## src/rtl/pe_out_router.sv

```systemverilog
// Output-side routing stage of a PE: registered N/E/W link outputs chosen from the ALU
// result or neighbour inputs, plus a configurable-length delay line feeding the DL link.
module pe_out_router #(
  parameter int DATA_W   = 16,
  parameter int DL_DEPTH = 4
) (
  input  logic              CLK,
  input  logic              RST,
  input  logic              EN,
  input  logic              CONF_WE,
  input  logic [7:0]        CONF_WDATA,
  input  logic [DATA_W-1:0] IN_ALU,
  input  logic [DATA_W-1:0] IN_SOUTH,
  input  logic [DATA_W-1:0] IN_EAST,
  input  logic [DATA_W-1:0] IN_WEST,
  output logic [DATA_W-1:0] OUT_NORTH,
  output logic [DATA_W-1:0] OUT_EAST,
  output logic [DATA_W-1:0] OUT_WEST,
  output logic [DATA_W-1:0] OUT_DL,
  output logic              OUT_DL_VALID,
  output logic [7:0]        CONF_Q
);

  logic [1:0]        sel_n;
  logic [1:0]        sel_e;
  logic [1:0]        sel_w;
  logic [1:0]        dl_len;
  logic [1:0]        new_len;
  logic              len_change;
  logic [2:0]        fc;
  logic [2:0]        fc_target;
  logic [DATA_W-1:0] stage [DL_DEPTH];

  assign sel_n      = CONF_Q[1:0];
  assign sel_e      = CONF_Q[3:2];
  assign sel_w      = CONF_Q[5:4];
  assign dl_len     = CONF_Q[7:6];
  assign new_len    = CONF_WDATA[7:6];
  assign len_change = CONF_WE && (new_len != dl_len);
  assign fc_target  = {1'b0, dl_len} + 3'd1;

  function automatic logic [DATA_W-1:0] route(
    input logic [1:0]        sel,
    input logic [DATA_W-1:0] alu,
    input logic [DATA_W-1:0] south,
    input logic [DATA_W-1:0] east,
    input logic [DATA_W-1:0] west
  );
    case (sel)
      2'd0:    route = alu;
      2'd1:    route = south;
      2'd2:    route = east;
      default: route = west;
    endcase
  endfunction

  // Data path reads the configuration as it stood before this edge, so a
  // same-edge config write only affects the following enabled edge.
  always_ff @(posedge CLK) begin
    if (RST) begin
      CONF_Q    <= '0;
      OUT_NORTH <= '0;
      OUT_EAST  <= '0;
      OUT_WEST  <= '0;
      fc        <= '0;
      for (int i = 0; i < DL_DEPTH; i++) stage[i] <= '0;
    end else begin
      if (CONF_WE) CONF_Q <= CONF_WDATA;
      if (EN) begin
        OUT_NORTH <= route(sel_n, IN_ALU, IN_SOUTH, IN_EAST, IN_WEST);
        OUT_EAST  <= route(sel_e, IN_ALU, IN_SOUTH, IN_EAST, IN_WEST);
        OUT_WEST  <= route(sel_w, IN_ALU, IN_SOUTH, IN_EAST, IN_WEST);
        stage[0]  <= IN_ALU;
        for (int i = 1; i < DL_DEPTH; i++) stage[i] <= stage[i-1];
      end
      // A length change restarts the fill count; stage contents stay in place.
      if (len_change) fc <= '0;
      else if (EN && (fc < fc_target)) fc <= fc + 3'd1;
    end
  end

  assign OUT_DL       = stage[dl_len];
  assign OUT_DL_VALID = (fc == fc_target);

endmodule
```

## config.mk

```make
export PLATFORM = sky130hd
export DESIGN_NAME = pe_out_router
export DESIGN_NICKNAME = d
export VERILOG_FILES = /design/src/rtl/pe_out_router.sv
export SDC_FILE = /design/constraint.sdc
export NUM_CORES = 1
export LEC_CHECK = 0
export ABC_AREA = 1
export CAP_MARGIN = 15
export CORE_UTILIZATION = 40
export DETAILED_ROUTE_END_ITERATION = 10
export PLACE_DENSITY = 0.75
export REMOVE_ABC_BUFFERS = 1
export SLEW_MARGIN = 0
export SYNTH_ARGS = -nofsm -noshare
export SYNTH_HDL_FRONTEND = slang
export SYNTH_SLANG_ARGS = --single-unit
```

## constraint.sdc

```tcl
create_clock -name CLK -period 3.15 [get_ports CLK]
set_input_delay 0.63 -clock CLK [delete_from_list [all_inputs] [get_ports CLK]]
set_output_delay 0.63 -clock CLK [all_outputs]
set_load 0.05 [all_outputs]
```

======== After elaboration in Yosys (flattened, before gate mapping) ========
Memory sizes are Yosys's and may differ from the RTL's. A register that Yosys moved wholly into a read port is not among the register bits.
Index checks and enable logic that the tools add are counted.
word-level totals
  memories kept ........................... 1
  bits in registers ....................... 59
  input bits .............................. 76
  word-level logic and storage cells ...... 41
  RAM bits ................................ 64
  output and inout port bits .............. 73
cells by class
  reduce and logical (&&, ||, !) cells .... 6
  equality and inequality tests ........... 8
  muxes and demuxes ....................... 14
  $lt $le $gt $ge ......................... 1
  bitwise operators ....................... 4
  $add $sub $neg .......................... 2
memories
  memory  depth  bits a word  rd ports  clocked after Yosys merged registers in  write ports  line  source
  stage   4      16           4         1                                        4            32    logic [DATA_W-1:0] stage [DL_DEPTH];
operator list
  kind                 number
  $pmux 16 s3          3
  $mux 16              4
  $eq 2x1->1 const B   3
  $eq 2x2->1 const B   3
  $logic_not 2->1      3
  $mux 1               5
  $mux 2               2
  $or 1x1->1           4
  $add 2x1->3 const B  1
  $add 3x1->3 const B  1
  $eq 3x3->1           1
  $lt 3x3->1           1
  $logic_and 1x1->1    2
  $ne 2x2->1           1
  $reduce_or 2->1      1

======== Longest topological paths before layout ========
  depth after elaboration ................. 4
  mapped depth ............................ 10
  gate-level depth less buffers ........... 10

======== Worst setup path after synthesis ========
No wires, ideal clock.
  path kind ............................... register to output
  start ................................... register CONF_Q[7]
  end ..................................... output OUT_DL_VALID
  path buffers ............................ 0
  data required time ...................... 2.520 ns
  stages on the path, launching flop included .. 5
  arrival time ............................ 1.678 ns
  slack ................................... 0.842 ns
  cells stage by stage .................... dfxtp_1 > ha_1 > inv_1 > ha_1 > and3_1
between the ends
  longest elaborated chain between the ends .. 2
ends and longest elaborated chain
  what                    line  source
  start, declared         21    output logic [7:0] CONF_Q
  start signal, assigned  61    CONF_Q <= '0;
  start signal, assigned  68    if (CONF_WE) CONF_Q <= CONF_WDATA;
  $add 2x1->3             40    assign fc_target = {1'b0, dl_len} + 3'd1;
  $eq 3x3->1              83    assign OUT_DL_VALID = (fc == fc_target);
  end, declared           20    output logic OUT_DL_VALID,
Every way passes these cells.

======== Worst setup path in the final report ========
  start ................................... register CONF_Q[6]
  end ..................................... output OUT_DL_VALID
Same word-level chain as after synthesis.

==> reports/metrics.yaml <==
die_area_um2: 16800
critPathMaxStageDelay_ns: 0.79
ys_seq_area_share_pct: 48.3
slowest_stage: "clkdlybuf4s50_1"
dieHeight_um: 130
utilization_pct: 56.0
drtPass1Iterations: 5
ys_seq_elements: 125
ant_nets: 0
leakagePower_uw: 0.00392
crit_path_max_fanout: 5
cts.hold.buffers_added: 0
fp.dieW_um: 130
stdcell_area_um2: 8890
antenna_found_initial: 1
clockBufferDepth: 2
hold_viol_final: 0
htreeDepth: 4
grtUsageMet2_pct: 37.6
synthToLayoutAreaGrowth_pct: 36.6
hold_path_class: "reg -> reg"
portBuffers: 148
fill_cells: 1475
cts_resized: 0
vias: 6119
finalNonFillerCells: 1237
yosys_warnings: 0
vias_per_cell: 4.95
seqCellArea_um2: 3140
grt_pass1_wl_mm: 30.2
post_drt_wl_per_cell_um: 15.2
setup_viol: 0
crit_required_ns: 2.52
crit_family: "buffers and inverters"
overflow: 0
ios: 149
start_util_pct: 41.0
crit_type: "reg -> out"
core.rowCount: 46
syn-instance-count: 872
routed_wl_mm: 18.8
grt_use_total_pct: 23.8
finalCritPeriodShare_pct: 92.9
cts.sinks: 125
maxCapViolCount: 0
place_inst: 1204
syn_area_per_cell_um2: 7.46
cts_made_buffers: 17
most-common-layout-cells: "nand2_1, clkdlybuf4s50_1, inv_1"
core_um2: 15900
grt_max_degree: 49
drtIter0Drc: 429
fmax_ghz: 0.342
grt.busiest_layer: "met2"
clk_pin_slew_ns: 0.06
cp_cell_sequence: "ha_1 -> inv_1 -> ha_1 -> and3_1 -> clkdlybuf4s50_1"
relSlewSlack_pct: 42.8
drive_gt1_share_pct: 9.22
mostFrequentLayoutCell: "nand2_1"
nets: 1088
grt_use_met1_pct: 29.2
gp_congestion: 0.796
ir_drop_v: 0.000402
grt_pass1_vias: 6015
crit_buf_inv: 2
clock_latency_ns: 0.42
status: "completed"
critPathCaptureType: "primary output"
multi_input_area_um2: 2680
post-cts-setup-buffers: 0
critPathMostFrequentCell: "ha_1"
arrival_ns: 2.30
cts_root_buf: "clkbuf_16"
skew_ns: 0.00939
syn_area_um2: 6510
rsz0062_at_grt: "no"
fin_crit_ns: 2.93
hold_ws_ns: 0.450
start_kind: "flop"
dpl_cell_area_um2: 8280
met3_usage_pct: 6.28
route.detailed.drc: 0
tritoncts: "yes"
synth.distinct_cells: 22
power.density_nw_per_um2: 571
worstMarginPinSlew_ns: 0.857
dp_hpwl_mm: 12.7
final_max_slew_viol_count: 0
[final cells by class]
type | instances | area share (%)
clock buffer | 21 | 5.29
inverter | 108 | 4.59
antenna | 1 | 0.0281
tap | 216 | 3.04
sequential | 125 | 35.3
timing repair buffer | 162 | 20.1
clock inverter | 11 | 1.56
multi-input combinational | 593 | 30.1
[synthesized netlist by cell type]
library cell  number  area, um^2
buf_4              8        60.1
buf_2             19        95.1
inv_1             95         357
and3_1             1        6.26
a21oi_1           61         305
dfxtp_1           61        1220
nand2_2            2        12.5
inv_4              1        6.26
o21ai_0           64         320
inv_2             12        45.0
xnor2_1            1        8.76
nand3_1           53         265
nor2_2             2        12.5
a21oi_2           10        87.6
clkbuf_1          10        37.5
edfxtp_1          64        1920
nand2_1          259         972
buf_6              9         101
o21ai_1           40         200
nor2_4             7        78.8
ha_1               5        62.6
nor2_1            88         330
[metal layers]
| metal | vias up | routed length, um | share of wire, % |
|---|---|---|---|
| met5 | - | 0 | 0 |
| met4 | 0 | 698 | 3.7 |
| met3 | 53 | 1510 | 8.0 |
| met2 | 258 | 8580 | 46 |
| met1 | 2746 | 8050 | 43 |
| li1 | 3062 | - | - |
[logic make-up after synthesis]
group | after synthesis | share of synthesized area (%)
AO/OA/AOI/OAI | 175 | 14.0
XOR/XNOR | 1 | 0.135
adder cells (fa/ha/maj) | 5 | 0.961
buffers and inverters | 154 | 10.8
flip-flops | 125 | 48.3
AND/OR/NAND/NOR | 412 | 25.8
[where the power goes]
group | internal [uW] | switching [uW]
registers | 1830 | 59.1
logic | 433 | 733
clock network | 1300 | 715
total | 3570 | 1510
[worst paths after layout]
path                             startpoint           end  slack (ns)  cells after the start
worst max-delay path              CONF_Q[6]  OUT_DL_VALID        0.22                      5
worst max register to register    CONF_Q[0]  OUT_NORTH[2]        1.50                      6
worst min-delay path            OUT_EAST[6]   OUT_EAST[6]        0.45                      2
worst min register to register  OUT_EAST[6]   OUT_EAST[6]        0.45                      2
[flip-flops by register name, indices dropped and copies added (netlist names), named ones only]
| name | cells |
|---|---|
| fc | 3 |
| OUT_EAST | 16 |
| OUT_WEST | 16 |
| CONF_Q | 8 |
| OUT_NORTH | 16 |
| stage | 64 |
[stage by stage]
stage	setup TNS [ns]	power, uW	worst slack, ns
after floorplan	-26.98	2570	-0.422
after global placement	0	3070	0.666
after detailed placement	0	3080	0.650
after CTS	0	5100	0.202
after global routing	0	5260	0.133
final	0	5070	0.223
[worst min-delay path: cells and delay by family (launching register included)]
family	cells	cell delay, ns
flip-flops	1	0.31
AND/OR/NAND/NOR	2	0.10
(Power assumes the default switching activity.)
